==> src/rtl/p2s_cond_if.sv <==
// Handshake, parallel-word and serial-lane bundle for the 4-lane p2s transmitter.
// The master drives the parallel words and controls; the slave (p2s_cond) drives the serial side.
interface p2s_cond_if #(
    parameter int DATA_W = 8
);
    logic [DATA_W-1:0] IN_LANE3_p2s;
    logic [DATA_W-1:0] IN_LANE2_p2s;
    logic [DATA_W-1:0] IN_LANE1_p2s;
    logic [DATA_W-1:0] IN_LANE0_p2s;
    logic              IN_VALID_p2s;
    logic              OUT_READY_p2s;
    logic [1:0]        IN_MODO_p2s;
    logic              IN_DIR_p2s;
    logic              IN_ENB_p2s;
    logic [3:0]        OUT_LANE_p2s;
    logic              OUT_FRAME_p2s;
    logic              OUT_ACTIVE_p2s;
    logic              OUT_DONE_p2s;

    modport master (
        output IN_LANE3_p2s, IN_LANE2_p2s, IN_LANE1_p2s, IN_LANE0_p2s,
        output IN_VALID_p2s, IN_MODO_p2s, IN_DIR_p2s, IN_ENB_p2s,
        input  OUT_READY_p2s, OUT_LANE_p2s, OUT_FRAME_p2s, OUT_ACTIVE_p2s, OUT_DONE_p2s
    );

    modport slave (
        input  IN_LANE3_p2s, IN_LANE2_p2s, IN_LANE1_p2s, IN_LANE0_p2s,
        input  IN_VALID_p2s, IN_MODO_p2s, IN_DIR_p2s, IN_ENB_p2s,
        output OUT_READY_p2s, OUT_LANE_p2s, OUT_FRAME_p2s, OUT_ACTIVE_p2s, OUT_DONE_p2s
    );
endinterface

==> src/rtl/p2s_cond.sv <==
// 4-lane parallel-to-serial transmitter with single/repeat/gap modes; P2S_PARITY_EN appends a per-lane even-parity bit.
// Latency: first bit on the lanes the cycle after accept; frame lasts DATA_W (or DATA_W+1) enabled cycles.
// Backpressure: READY only in IDLE or on the last frame bit (modes other than gap); ENB low freezes everything.
module p2s_cond #(
    parameter int DATA_W = 8
) (
    input logic      IN_CLK_p2s,
    input logic      IN_RESET_p2s,
    p2s_cond_if.slave bus
);
    localparam int CW = $clog2(DATA_W + 1);

    localparam logic [1:0] IDLE  = 2'd0;
    localparam logic [1:0] SHIFT = 2'd1;
    localparam logic [1:0] GAP   = 2'd2;
`ifdef P2S_PARITY_EN
    localparam logic [1:0] PAR   = 2'd3;
`endif

    logic [1:0]              state_q, state_d;
    logic [CW-1:0]           cnt_q, cnt_d;
    logic [3:0][DATA_W-1:0]  sh_q, sh_d;
    logic [3:0][DATA_W-1:0]  hold_q, hold_d;
    logic [1:0]              mode_q, mode_d;
    logic                    dir_q, dir_d;

    logic [3:0][DATA_W-1:0]  in_word;
    logic                    last_dat;
    logic                    eof;
    logic                    ready;
    logic                    accept;

    assign in_word  = {bus.IN_LANE3_p2s, bus.IN_LANE2_p2s, bus.IN_LANE1_p2s, bus.IN_LANE0_p2s};
    assign last_dat = (state_q == SHIFT) && (cnt_q == CW'(DATA_W - 1));
`ifdef P2S_PARITY_EN
    assign eof      = (state_q == PAR);
`else
    assign eof      = last_dat;
`endif
    // Reserved mode 11 follows single mode, so only gap mode closes the end-of-frame window.
    assign ready    = bus.IN_ENB_p2s && !IN_RESET_p2s &&
                      ((state_q == IDLE) || (eof && (mode_q != 2'b10)));
    assign accept   = bus.IN_VALID_p2s && ready;

    always_comb begin
        state_d = state_q;
        cnt_d   = cnt_q;
        sh_d    = sh_q;
        hold_d  = hold_q;
        mode_d  = mode_q;
        dir_d   = dir_q;
        if (bus.IN_ENB_p2s) begin
            case (state_q)
                SHIFT: begin
                    if (!last_dat) begin
                        for (int i = 0; i < 4; i++) begin
                            sh_d[i] = dir_q ? (sh_q[i] >> 1) : (sh_q[i] << 1);
                        end
                        cnt_d = cnt_q + 1'b1;
                    end
`ifdef P2S_PARITY_EN
                    else begin
                        state_d = PAR;
                        cnt_d   = cnt_q + 1'b1;
                    end
`endif
                end
                GAP:     state_d = IDLE;
                default: ;
            endcase
            if (eof) begin
                case (mode_q)
                    2'b01: begin
                        sh_d    = hold_q;
                        cnt_d   = '0;
                        state_d = SHIFT;
                    end
                    2'b10:   state_d = GAP;
                    default: state_d = IDLE;
                endcase
            end
            if (accept) begin
                sh_d    = in_word;
                hold_d  = in_word;
                mode_d  = bus.IN_MODO_p2s;
                dir_d   = bus.IN_DIR_p2s;
                cnt_d   = '0;
                state_d = SHIFT;
            end
        end
    end

    always_ff @(posedge IN_CLK_p2s) begin
        if (IN_RESET_p2s) begin
            state_q <= IDLE;
            cnt_q   <= '0;
            sh_q    <= '0;
            hold_q  <= '0;
            mode_q  <= 2'b00;
            dir_q   <= 1'b0;
        end else begin
            state_q <= state_d;
            cnt_q   <= cnt_d;
            sh_q    <= sh_d;
            hold_q  <= hold_d;
            mode_q  <= mode_d;
            dir_q   <= dir_d;
        end
    end

    always_comb begin
        bus.OUT_LANE_p2s = 4'b0000;
        for (int i = 0; i < 4; i++) begin
            if (state_q == SHIFT) begin
                bus.OUT_LANE_p2s[i] = dir_q ? sh_q[i][0] : sh_q[i][DATA_W-1];
            end
`ifdef P2S_PARITY_EN
            else if (state_q == PAR) begin
                bus.OUT_LANE_p2s[i] = ^hold_q[i];
            end
`endif
        end
    end

`ifdef P2S_PARITY_EN
    assign bus.OUT_ACTIVE_p2s = (state_q == SHIFT) || (state_q == PAR);
`else
    assign bus.OUT_ACTIVE_p2s = (state_q == SHIFT);
`endif
    assign bus.OUT_FRAME_p2s  = (state_q == SHIFT) && (cnt_q == '0);
    assign bus.OUT_DONE_p2s   = eof;
    assign bus.OUT_READY_p2s  = ready;
endmodule

==> src/flat_wrapper.sv <==
// flat-port wrapper written by rule: the top's interface ports become plain ports
module p2s_cond_flat 
#(
    parameter int DATA_W = 8
)
  (IN_CLK_p2s, IN_RESET_p2s, bus_IN_LANE3_p2s, bus_IN_LANE2_p2s, bus_IN_LANE1_p2s, bus_IN_LANE0_p2s, bus_IN_VALID_p2s, bus_IN_MODO_p2s, bus_IN_DIR_p2s, bus_IN_ENB_p2s, bus_OUT_READY_p2s, bus_OUT_LANE_p2s, bus_OUT_FRAME_p2s, bus_OUT_ACTIVE_p2s, bus_OUT_DONE_p2s);
  p2s_cond_if #(.DATA_W(DATA_W)) bus_i ();
  input logic IN_CLK_p2s;
  input logic IN_RESET_p2s;
  input wire logic [$bits(bus_i.IN_LANE3_p2s)-1:0] bus_IN_LANE3_p2s;
  input wire logic [$bits(bus_i.IN_LANE2_p2s)-1:0] bus_IN_LANE2_p2s;
  input wire logic [$bits(bus_i.IN_LANE1_p2s)-1:0] bus_IN_LANE1_p2s;
  input wire logic [$bits(bus_i.IN_LANE0_p2s)-1:0] bus_IN_LANE0_p2s;
  input wire logic [$bits(bus_i.IN_VALID_p2s)-1:0] bus_IN_VALID_p2s;
  input wire logic [$bits(bus_i.IN_MODO_p2s)-1:0] bus_IN_MODO_p2s;
  input wire logic [$bits(bus_i.IN_DIR_p2s)-1:0] bus_IN_DIR_p2s;
  input wire logic [$bits(bus_i.IN_ENB_p2s)-1:0] bus_IN_ENB_p2s;
  output wire logic [$bits(bus_i.OUT_READY_p2s)-1:0] bus_OUT_READY_p2s;
  output wire logic [$bits(bus_i.OUT_LANE_p2s)-1:0] bus_OUT_LANE_p2s;
  output wire logic [$bits(bus_i.OUT_FRAME_p2s)-1:0] bus_OUT_FRAME_p2s;
  output wire logic [$bits(bus_i.OUT_ACTIVE_p2s)-1:0] bus_OUT_ACTIVE_p2s;
  output wire logic [$bits(bus_i.OUT_DONE_p2s)-1:0] bus_OUT_DONE_p2s;
  assign bus_i.IN_LANE3_p2s = bus_IN_LANE3_p2s;
  assign bus_i.IN_LANE2_p2s = bus_IN_LANE2_p2s;
  assign bus_i.IN_LANE1_p2s = bus_IN_LANE1_p2s;
  assign bus_i.IN_LANE0_p2s = bus_IN_LANE0_p2s;
  assign bus_i.IN_VALID_p2s = bus_IN_VALID_p2s;
  assign bus_i.IN_MODO_p2s = bus_IN_MODO_p2s;
  assign bus_i.IN_DIR_p2s = bus_IN_DIR_p2s;
  assign bus_i.IN_ENB_p2s = bus_IN_ENB_p2s;
  assign bus_OUT_READY_p2s = bus_i.OUT_READY_p2s;
  assign bus_OUT_LANE_p2s = bus_i.OUT_LANE_p2s;
  assign bus_OUT_FRAME_p2s = bus_i.OUT_FRAME_p2s;
  assign bus_OUT_ACTIVE_p2s = bus_i.OUT_ACTIVE_p2s;
  assign bus_OUT_DONE_p2s = bus_i.OUT_DONE_p2s;
  p2s_cond #(.DATA_W(DATA_W)) u_core (.IN_CLK_p2s(IN_CLK_p2s), .IN_RESET_p2s(IN_RESET_p2s), .bus(bus_i));
endmodule
==> config.mk <==
export PLATFORM = sky130hd
export DESIGN_NAME = p2s_cond_flat
export DESIGN_NICKNAME = d
export VERILOG_FILES = /design/src/rtl/p2s_cond_if.sv /design/src/rtl/p2s_cond.sv /design/src/flat_wrapper.sv
export SDC_FILE = /design/constraint.sdc
export NUM_CORES = 1
export LEC_CHECK = 0
export ABC_AREA = 1
export BUFFER_PORTS_ARGS = -buffer_cell sky130_fd_sc_hd__buf_4
export CAP_MARGIN = 20
export CORE_MARGIN = 2
export CORE_UTILIZATION = 24
export CTS_CLUSTER_SIZE = 16
export DETAILED_ROUTE_END_ITERATION = 16
export PLACE_DENSITY = 0.42
export SKIP_CTS_REPAIR_TIMING = 1
export SLEW_MARGIN = 10
export SYNTH_ARGS = -nofsm -noshare
export SYNTH_HDL_FRONTEND = slang
export SYNTH_SLANG_ARGS = --single-unit
==> constraint.sdc <==
create_clock -name IN_CLK_p2s -period 2.05 [get_ports IN_CLK_p2s]
set_input_delay 0.205 -clock IN_CLK_p2s [delete_from_list [all_inputs] [get_ports IN_CLK_p2s]]
set_output_delay 0.205 -clock IN_CLK_p2s [all_outputs]
set_load 0.005 [all_outputs]
# [Word-level counts from Yosys, hierarchy flattened]
# Cells that the tools add are included.
[totals] elab_cells=58 regBits=73 input_bits=39 out_inout_bits=8
[classes] add_sub_neg=1 eq_ne=6 reduce_logical=13 muxes=26
[ops] cell="32-bit 2-to-1 mux" n=5
[ops] cell="8-bit 2-to-1 mux" n=4
[ops] cell="4-bit 2-to-1 mux" n=5
[ops] cell="1-bit 2-to-1 mux" n=8
[ops] cell="1-bit logical AND" n=6
[ops] cell="2-bit 2-to-1 mux" n=3
[ops] cell="4-bit by 1-bit adder with 4-bit output, second input constant" n=1
[ops] cell="2-bit by 1-bit equality test with 1-bit output, second input constant" n=2
[ops] cell="2-bit equality test, second input constant" n=2
[ops] cell="4-bit by 3-bit equality test with 1-bit output, second input constant" n=1
[ops] cell="4-bit zero test" n=1
[ops] cell="2-bit one-hot mux with 2 select lines" n=1
[ops] cell="2-bit AND reduction" n=2
[ops] cell="3-bit nonzero test" n=1
[ops] cell="2-bit zero test" n=1
[ops] cell="2-bit != test, second input constant" n=1
[ops] cell="1-bit zero test" n=1
[ops] cell="1-bit logical OR" n=1

# [Longest topological paths before layout]
# Gate-level depths: netlist of run 1.
[logic_depth] word_depth=8 depth_mapped=12 ltp_nobuf=10

# [Worst setup path before layout of run 1]
# No wires, ideal clock.
[synth_path] path_type="reg-to-reg" start="register u_core.cnt_q[0]" end="register u_core.sh_q[14] (netlist name)" t_arrival_ns=1.486 required_ns=1.937 path_stages_with_launch=13 setup_ns=0.113 setup_slack_ns=0.451 n_path_buf=2 synth_period_minus_slack_ns=1.599 path_cell_list="dfxtp_1 > ha_1 > nand2_2 > nor2_4 > nand2_2 > nand2_4 > nand3_4 > buf_6 > buf_6 > nand2_1 > nand3_1 > nand3_1 > nand2_1"
[synth_between] elab_chain_cells=7 word_cells_on_any_way=11 cone_classes="eq/ne (1); mux (5); reduce/logical (5)"
[synth_lines] item="start, declared" line="p2s_cond.sv:21" text="logic [CW-1:0] cnt_q, cnt_d;"
[synth_lines] item="start signal, assigned" line="p2s_cond.sv:103" text="cnt_q <= cnt_d;"
[synth_lines] item="4-bit by 3-bit equality test with 1-bit output *" line="p2s_cond.sv:34" text="assign last_dat = (state_q == SHIFT) && (cnt_q == CW'(DATA_W - 1));"
[synth_lines] item="1-bit logical AND *" line="p2s_cond.sv:34"
[synth_lines] item="32-bit 2-to-1 mux / 1-bit logical AND (equally long branches)" line="p2s_cond.sv:55, p2s_cond.sv:42"
[synth_lines] item="32-bit 2-to-1 mux / 1-bit logical OR (equally long branches)" line="p2s_cond.sv:53, p2s_cond.sv:42"
[synth_lines] item="32-bit 2-to-1 mux / 1-bit logical AND (equally long branches)" line="p2s_cond.sv:72, p2s_cond.sv:41"
[synth_lines] item="32-bit 2-to-1 mux / 1-bit logical AND (equally long branches)" line="p2s_cond.sv:71, p2s_cond.sv:43"
[synth_lines] item="32-bit 2-to-1 mux *" line="p2s_cond.sv:82" text="if (accept) begin"
[synth_lines] item="end signal, assigned" line="p2s_cond.sv:97" text="sh_q <= '0;"
[synth_lines] item="end signal, assigned" line="p2s_cond.sv:104" text="sh_q <= sh_d;"
[synth_lines] item="end, declared" line="p2s_cond.sv:22" text="logic [3:0][DATA_W-1:0] sh_q, sh_d;"
# Every way passes the cells marked *; elsewhere a longest branch is shown, timed or not.
# A chain may end at the register's enable or synchronous reset.

# [Worst setup path after layout of run 1]
[layout_path] start="register u_core.cnt_q[0]" end="output port bus_OUT_DONE_p2s"
[layout_between] elab_chain_cells=2
[layout_lines] item="4-bit by 3-bit equality test with 1-bit output" line="p2s_cond.sv:34"
[layout_lines] item="1-bit logical AND" line="p2s_cond.sv:34"
[layout_lines] item="end, declared" line="flat_wrapper.sv:22" text="output wire logic [$bits(bus_i.OUT_DONE_p2s)-1:0] bus_OUT_DONE_p2s;"
# Every way passes these cells.

==> key figures, run 1 <==
STA
  – Final setup viols: 0
  – Final Max Tran Viols: 0
  – Normalized max-slew margin: 0.624
  – Final hold vios: 0
  – Fin crit share: 0.955
  – Max frequency: 511 MHz
  – Worst-margin pin slew: ~560 ps
  – Setup TNS: 0 ps
  – RSZ-0062 raised after global routing: true
  – Skew final: 5.75 ps
  – Min cycle time layout: 1960 ps

Die
  – Die Ht: approximately 130 µm
  – Core box area: between 0.015 and 0.02 mm²
  – Cell row count: 47
  – Die ar.: around 0.018 mm²
  – Initial Util: 0.245
  – Io pins: 47
  – Die X: 134 µm

Global route
  – Met3 Usage GRT: 0.0208
  – GRT Max-Usage Layer: met2
  – Pin count of the biggest net entering global routing: 55
  – Vias in the first global route: 4163
  – GR Layer Usage met1: 0.205
  – Overall Global Routing Usage: 0.152
  – Gr ovfl total: 0
  – Grt met2 use: 0.244
  – Initial antenna violation count: 0
  – First-pass GRT wire length: 21.4 mm

Synth
  – Syn_area_per_cell: between 6 and 7 µm²
  – Sequential area share after synthesis: 0.360
  – Syn Nets: between 600 and 700
  – Netlist Area Pre-Place: roughly 0.004 mm²
  – Synth warnings: 0
  – Register bit total from synthesis: between 70 and 80
  – Netlist cell types: 29
  – Mapped Cells: around 630

Power and ir drop
  – Lkg Pwr: between 2 and 2.5 nW
  – PD cells: approximately 700 mW/mm²
  – Max VDD drop: roughly 0.37 mV

Critical path
  – CP endpoint kind: output pin
  – CP startpoint kind: flop
  – Req. time, crit path: 1850 ps
  – Reg2reg setup slack: about 200 ps
  – CP Max Fanout: 4
  – Reg2Reg Depth: 10
  – CP Class: flop to output pin
  – Crit path to: bus_OUT_DONE_p2s
  – Worst EP arrival: between 1500 and 2000 ps
  – Worst Setup SP: u_core.cnt_q[0]
  – Reg2reg end: u_core.cnt_q[0]
  – R2r startpoint: u_core.cnt_q[0]

Placement
  – Port Buf Inserts: 46
  – Gpl congestion: 0.818
  – DP Area: 0.00466 mm²
  – DP HPWL: ~8.7 mm

Flow run
  – # Max-Cap Violations: 0

CTS
  – Root Buffer: clkbuf_16
  – Reg clk slew, reported paths: roughly 60 ps
  – TritonCTS clock tree: built
  – Clock sink count: 73
  – Max Buffers Root-to-Sink: 2
  – # H-tree levels: 3
  – Worst skew pair latency: ~350 ps
  – CTS Buf Count: 9

Cells and area
  – Layout cells sized above 1: 0.150
  – Diodes inserted: 0
  – Design area: ~0.0049 mm²
  – Synthesis-to-finish area growth: 21.9%
  – Nets: around 710

Drt
  – DR iter-0 viols: about 260
  – Vias/cell: about 4.6
  – Vias: 4141
  – Routed wire per std cell: between 10 and 15 µm
  – Number of detailed-route iterations in the first pass: 5
  – Total wire length: about 13 mm
  – Drc violations: 0
  – Routed Antenna Nets: 0

Worst hold path
  – HP Class: primary input to flop

Status
  – Status: complete, no violations
cell type report:
cell class,count,area [µm²]
Clock inverter,6,35.0
Clock buffer,10,229
Tap cell,220,275
Sequential cell,73,1460
Fill cell,1813,11600
Timing Repair Buffer,70,562
Inverter,36,136
Multi-Input combinational cell,480,2240
per-layer routing:
layer / routed length [µm] / vias up / share of wire
li1: - / 2162 / -
met1: 6330 / 1892 / 0.49
met2: 6000 / 74 / 0.46
met3: 406 / 13 / 0.031
met4: 228 / 0 / 0.018
met5: 0 / - / 0
worst max-delay path, stage by stage, from the launching register on:
cell,delay [ps]
dfxtp_1,390
ha_2,230
nand3_1,220
buf_4,220
nor2_1,200
buf_4,160
worst min path at each step:
stage | startpoint | end | cells past startpoint
after global routing | bus_IN_MODO_p2s[0] | u_core.mode_q[0] | 3
after CTS | bus_IN_MODO_p2s[0] | u_core.mode_q[0] | 3
after floorplan | bus_IN_MODO_p2s[1] | u_core.mode_q[1] | 2
after detailed placement | u_core.hold_q[3] | u_core.hold_q[3] | 2
after global placement | u_core.hold_q[9] | u_core.hold_q[9] | 2
final | bus_IN_MODO_p2s[0] | u_core.mode_q[0] | 3
cell families (layout without fill, tap and decap cells):
| family | count (synthesis) | after routing | synth area share |
|---|---|---|---|
| compound gates | 106 | 106 | 0.134 |
| xor+xnor | 1 | 1 | 0.00216 |
| fa+ha+maj | 2 | 2 | 0.00617 |
| buf+inv | 80 | 122 | 0.0873 |
| flops | 73 | 73 | 0.360 |
| simple gates | 371 | 371 | 0.410 |
state kept, by name, indices dropped and copies added, names as in the netlist:
register,count
u_core.state_q,2
u_core.hold_q,32
u_core.mode_q,2
u_core.cnt_q,4
u_core.dir_q,1
u_core.sh_q,32
layout by cell type, fill, tap and decap left out, types with 3 or more instances in the layout:
cell / count
nor2_1: 16
inv_1: 34
o21ai_0: 30
nand2_2: 5
nand3b_1: 16
nor2_4: 3
nand2_1: 253
clkinv_2: 5
nand3_1: 31
nand4_1: 41
dfxtp_1: 72
buf_4: 66
a21oi_1: 71
clkbuf_16: 9
Yosys cell counts (all sizes together):
library cell / instances / area [µm²]
nor3b: 1 / 7.51
buf: 28 / 158
a21boi: 1 / 7.51
ha: 2 / 25.0
o21ai: 30 / 150
nand4: 41 / 257
or2: 1 / 6.26
inv: 35 / 131
nor2: 19 / 93.8
a21oi: 71 / 355
clkbuf: 16 / 60.1
nor3: 1 / 5.00
nand3: 33 / 183
o211ai: 2 / 15.0
clkinv: 1 / 5.00
o31ai: 2 / 15.0
dfxtp: 73 / 1460
xor2: 1 / 8.76
nand2: 259 / 992
nand3b: 16 / 120
power breakdown:
group	total [mW]	internal, mW	switching (mW)
logic	0.452	0.184	0.268
clock network	1.46	0.811	0.645
registers	1.54	1.48	0.0514
stage by stage:
stage          power [mW]  hold WS (ps)   util  setup slack, ps  instances
4_1_cts              3.49           137  0.298             48.4        895
2_1_floorplan        1.85           366      -              451        633
6_report             3.44           146  0.299             92.4        895
3_5_place_dp         2.02           465  0.282              112        879
3_3_place_gp         2.01           459  0.282              189        879
5_1_grt              3.62           146  0.299            -49.1        895
No activity file was read; power rests on OpenSTA's default activity.
==> run 2, diff against run 1 <==
Settings changed: CELL_PAD_IN_SITES_DETAIL_PLACEMENT set to 1, CELL_PAD_IN_SITES_GLOBAL_PLACEMENT set to 1, PLACE_DENSITY 0.42 to 0.53.
==> run 2 against run 1 <==
  * Global-route usage is 1.6 points higher
  * Register-to-register slack worse by 20 ps
  * Wire length is 11% higher
  * Final cell count is 0.56% lower
  * Non-clock buffer count is 5 lower
  * Hold slack better by 16 ps
  * Maximum frequency is 1.3% higher
  * Largest cell class unchanged
==> key figures, run 2 (synthesis gave the netlist of run 1 again) <==
Global route
  – Initial antenna violation count: 0 (unchanged)
  – Gr ovfl total: 0 (unchanged)
  – First-pass GRT wire length: 23.6 mm (+10%)
  – Pin count of the biggest net entering global routing: 55 (unchanged)
  – Vias in the first global route: 4451 (+6.9%)
  – Overall Global Routing Usage: 0.168 (+0.0165)

Cells and area
  – Layout cells sized above 1: 0.140 (-0.00933)
  – Nets: 706 (-0.70%)
  – Diodes inserted: 0 (unchanged)
  – Largest regs: u_core.hold_q (32), u_core.sh_q (32), u_core.cnt_q (4)
  – Filler instances: 2092 (+15%)
  – Most common cell after layout, fill and taps aside: nand2_1
  – Synthesis-to-finish area growth: 21.7%
  – Most frequent cells in the layout: nand2_1 (253), dfxtp_1 (72), a21oi_1 (71)

Die
  – Die X: 134 µm (unchanged)
  – Die ar.: 0.0180 mm² (unchanged)
  – Die Ht: 134 µm (unchanged)
  – Initial Util: 0.245 (unchanged)
  – Core box area: 0.0165 mm² (unchanged)
  – Io pins: 47 (unchanged)
  – Cell row count: 47 (unchanged)

CTS
  – Root Buffer: clkbuf_16
  – Max Buffers Root-to-Sink: 2 (unchanged)
  – # H-tree levels: 3 (unchanged)
  – Reg clk slew, reported paths: 60 ps (about the same)
  – TritonCTS clock tree: built
  – Worst skew pair latency: 350 ps (about the same)
  – CTS Buf Count: 9 (unchanged)
  – Clock sink count: 73 (unchanged)

Drt
  – DR iter-0 viols: 199 (-23%)
  – Total wire length: 14.3 mm (+11%)
  – Routed wire per std cell: 16.1 µm (+11%)
  – Number of detailed-route iterations in the first pass: 4 (-1)
  – Vias/cell: 4.78 (+3.3%)
  – Vias: 4252 (+2.7%)
  – Routed Antenna Nets: 0 (unchanged)
  – Drc violations: 0 (unchanged)

STA
  – Final hold slack: 162 ps (+15.9 ps)
  – Worst-margin pin slew: 602 ps (+38.3 ps)
  – Skew final: 5.63 ps (-0.122 ps)
  – Max frequency: 517 MHz (+1.3%)
  – RSZ-0062 raised after global routing: false
  – Normalized max-slew margin: 0.598 (-0.0256)
  – Fin crit share: 0.943 (-0.0119)
  – Final setup viols: 0 (unchanged)
  – Setup TNS: 0 ps (unchanged)
  – Final Max Tran Viols: 0 (unchanged)
  – Min cycle time layout: 1930 ps (-24.4 ps)
  – Final hold vios: 0 (unchanged)

Placement
  – Gpl congestion: 0.800 (-2.3%)
  – Port Buf Inserts: 46 (unchanged)
  – DP HPWL: 9.62 mm (+11%)

Critical path
  – CP startpoint kind: flop
  – Req. time, crit path: 1850 ps (about the same)
  – Worst EP arrival: 1730 ps (-20 ps)
  – CP Max Fanout: 12 (+8)
  – CP Class: flop to output pin
  – CP endpoint kind: output pin

Power and ir drop
  – Max VDD drop: 0.389 mV (+4.4%)
  – Lkg Pwr: 2.19 nW (about the same)
  – PD cells: 713 mW/mm² (+2.3%)

Worst hold path
  – HP Class: primary input to flop

Status
  – Status: complete, no violations

Flow run
  – # Max-Cap Violations: 0 (unchanged)
-- run 2: cell count changes in the layout (fill, tap and decap cells not counted) --
cell / previous run / this run
a21boi_0: 0 / 1
a21boi_1: 1 / 0
buf_12: 2 / 4
buf_4: 66 / 59
buf_6: 1 / 2
buf_8: 1 / 0
clkbuf_1: 1 / 2
clkbuf_8: 0 / 2
clkinv_2: 5 / 4
clkinvlp_4: 2 / 0
ha_1: 1 / 2
ha_2: 1 / 0
-- run 2: through the flow --
stage | utilization | cell area (µm²) | setup slack, ps | total power [mW] | cells
after floorplan | - | 4060 | 451 | 1.85 | 633
after global placement | 0.282 | 4650 | 252 | 2.03 | 874
after detailed placement | 0.282 | 4650 | 146 | 2.04 | 874
after CTS | 0.298 | 4930 | 69.7 | 3.58 | 890
after global routing | 0.299 | 4940 | 1.00 | 3.70 | 890
final | 0.299 | 4940 | 117 | 3.52 | 890
-- run 2: routing by layer --
layer | vias to the layer above | GRT usage | share of wire
li1 | 2152 | - | -
met1 | 2036 | 0.223 | 0.49
met2 | 50 | 0.277 | 0.47
met3 | 14 | 0.0208 | 0.019
met4 | 0 | 0.0680 | 0.019
met5 | - | 0 | 0
-- run 2: report_power, final --
part	internal, mW	leakage, nW	switching (mW)	total [mW]
Clock	0.881	0.139	0.631	1.51
Sequential	1.48	0.596	0.0571	1.54
Combinational	0.184	1.46	0.280	0.464
-- run 2: critical path: stages, from the launching register on --
cell and delay [ps]:
dfxtp_2 390, inv_1 100, nor2_4 140, buf_4 230
o21ai_0 110, a21oi_1 250, buf_4 170
-- run 2: area by class of cell --
| class | instances | area [µm²] | share of cell area |
|---|---|---|---|
| clock buffers | 13 | 260 | 0.0527 |
| clock inverters | 3 | 15.0 | 0.00304 |
| inverters | 36 | 136 | 0.0276 |
| multi-input cells | 480 | 2240 | 0.454 |
| flip-flops and latches | 73 | 1460 | 0.296 |
| well taps | 220 | 275 | 0.0558 |
| repair buffers | 65 | 546 | 0.111 |
-- run 2: path summary, 6_finish.rpt --
kind	start	to	slack [ps]	cells after the start
worst min-delay path	bus_IN_MODO_p2s[0]	u_core.mode_q[0]	160	3
worst min register to register	u_core.hold_q[5]	u_core.hold_q[5]	470	2
worst max-delay path	u_core.state_q[0]	bus_OUT_LANE_p2s[3]	120	6
worst max register to register	u_core.cnt_q[1]	u_core.sh_q[24]	180	11
==> run 3, diff against run 2 <==
Settings changed: BUFFER_PORTS_ARGS -buffer_cell sky130_fd_sc_hd__buf_4 to not set, DONT_BUFFER_PORTS set to 1, PLACE_DENSITY 0.53 to 0.5.
==> run 3 against run 2 <==
  * Wire length decreased by 0.15%
  * Design area fell by 6.9%
  * Largest cell class unchanged
  * Sequential share of layout area increased by 2.2 points
  * Maximum frequency grew 0.94%
  * Critical endpoint is now bus_OUT_READY_p2s
  * Count of clock-buffer cells in the layout decreased by 1
  * Highest routed layer unchanged
  * Hold slack got worse by 140 ps
  * Final cell count fell by 5.2%
==> key figures, run 3 (synthesis gave the netlist of run 1 again) <==
Cells and area
  – Most common cell after layout, fill and taps aside: nand2_1
  – Layout cells sized above 1: 0.0769 (-0.0634)
  – Nets: 660 (-6.5%)
  – Most frequent cells in the layout: nand2_1 (253), dfxtp_1 (73), a21oi_1 (71)
  – Largest regs: u_core.hold_q (32), u_core.sh_q (32), u_core.cnt_q (4)
  – Diodes inserted: 0 (unchanged)
  – Synthesis-to-finish area growth: 13.3%
  – Design area: 0.00459 mm² (-6.9%)

CTS
  – # H-tree levels: 3 (unchanged)
  – Reg clk slew, reported paths: 60 ps (about the same)
  – Max Buffers Root-to-Sink: 2 (unchanged)
  – TritonCTS clock tree: built
  – Worst skew pair latency: 350 ps (about the same)
  – CTS Buf Count: 9 (unchanged)
  – Clock sink count: 73 (unchanged)
  – Root Buffer: clkbuf_16

Critical path
  – Worst EP arrival: 1710 ps (-20 ps)
  – CP Max Fanout: 4 (-8)
  – R2r startpoint: u_core.cnt_q[0]
  – Worst Setup SP: u_core.cnt_q[0]
  – CP endpoint kind: output pin
  – CP Class: flop to output pin
  – Req. time, crit path: 1850 ps (about the same)
  – CP startpoint kind: flop

Die
  – Die X: 134 µm (unchanged)
  – Die Ht: 134 µm (unchanged)
  – Core box area: 0.0165 mm² (unchanged)
  – Io pins: 47 (unchanged)
  – Die ar.: 0.0180 mm² (unchanged)
  – Cell row count: 47 (unchanged)
  – Initial Util: 0.245 (unchanged)

STA
  – Worst-margin pin slew: 717 ps (+115 ps)
  – Fin crit share: 0.934 (-0.00880)
  – Final hold vios: 0 (unchanged)
  – Min cycle time layout: 1920 ps (-18.0 ps)
  – Normalized max-slew margin: 0.520 (-0.0782)
  – Final setup viols: 0 (unchanged)
  – Final Max Tran Viols: 0 (unchanged)
  – Setup TNS: 0 ps (unchanged)
  – Max frequency: 522 MHz (+0.94%)
  – Skew final: 11.4 ps (+5.79 ps)
  – RSZ-0062 raised after global routing: false

Worst hold path
  – HP Class: primary input to flop
  – Min-Delay Startpoint: bus_IN_MODO_p2s[1]

Status
  – Status: complete, no violations

Power and ir drop
  – Lkg Pwr: 1.96 nW (-11%)
  – Max VDD drop: 0.353 mV (-9.3%)
  – PD cells: 751 mW/mm² (+5.3%)
  – Total power: 3.45 mW (-2.0%)

Flow run
  – # Max-Cap Violations: 0 (unchanged)

Drt
  – Drc violations: 0 (unchanged)
  – Number of detailed-route iterations in the first pass: 4 (unchanged)
  – Routed wire per std cell: 17.0 µm (+5.3%)
  – DR iter-0 viols: 199 (unchanged)
  – Vias/cell: 4.88 (+2.2%)
  – Routed Antenna Nets: 0 (unchanged)
  – Total wire length: 14.3 mm (-0.15%)
  – Vias: 4122 (-3.1%)

Global route
  – Gr ovfl total: 0 (unchanged)
  – Overall Global Routing Usage: 0.165 (-0.00368)
  – Vias in the first global route: 4170 (-6.3%)
  – Initial antenna violation count: 0 (unchanged)
  – First-pass GRT wire length: 23.1 mm (-2.0%)
  – Pin count of the biggest net entering global routing: 56 (+1.8%)

Placement
  – DP Area: 0.00429 mm² (-7.9%)
  – Gpl congestion: 0.781 (-2.4%)
  – DP HPWL: 9.52 mm (-1.0%)
  – Port Buf Inserts: 0 (-100%)
==> run 3: changes by cell type in the layout (fill, tap and decap cells not counted) <==
cell | previous run | this run
clkbuf_1 | 2 | 1
clkinvlp_4 | 0 | 3
clkinv_2 | 4 | 2
buf_4 | 59 | 14
dfxtp_1 | 72 | 73
dfxtp_2 | 1 | 0
buf_6 | 2 | 1
==> run 3: metrics by stage <==
stage | hold slack (ps) | cells | setup slack, ps | utilization
after CTS | -93.9 | 843 | 112 | 0.277
final | 23.5 | 844 | 135 | 0.278
after global placement | 281 | 827 | 258 | 0.259
after floorplan | 366 | 633 | 451 | -
after global routing | 29.4 | 844 | 15.0 | 0.278
after detailed placement | 283 | 827 | 165 | 0.259
==> run 3: routing by layer <==
layer | part of all wire | GRT usage | wire [µm]
met1 | 0.47 | 0.213 | 6790
met2 | 0.48 | 0.275 | 6810
met3 | 0.036 | 0.0333 | 509
met4 | 0.015 | 0.0526 | 212
met5 | 0 | 0 | 0
==> run 3: layout make-up <==
type	count	area, µm²
Clock inverter	4	27.5
Timing Repair Buffer	19	196
Fill cell	2071	11900
Multi-Input combinational cell	480	2240
Sequential cell	73	1460
Inverter	36	136
Tap cell	220	275
Clock buffer	12	256
==> run 3: worst paths after layout <==
| path | to | slack, ps | cells after the start |
|---|---|---|---|
| setup reg to reg | u_core.sh_q[15] | 230 | 10 |
| hold reg to reg | u_core.hold_q[18] | 470 | 2 |
| setup / recovery | bus_OUT_READY_p2s | 130 | 6 |
| hold / removal | u_core.mode_q[1] | 20 | 2 |
==> run 3: report_power, final <==
part	switching (mW)	internal (mW)	total [mW]
Sequential	0.0563	1.48	1.54
Combinational	0.231	0.135	0.366
Clock	0.658	0.884	1.54
Total	0.945	2.50	3.45
==> run 3: critical path: stages (launching register included) <==
cell      delay (ps)
dfxtp_1          390
ha_1             220
nand2_2           90
nor2_4           140
nand2_2           90
a21boi_0         260
buf_4            170
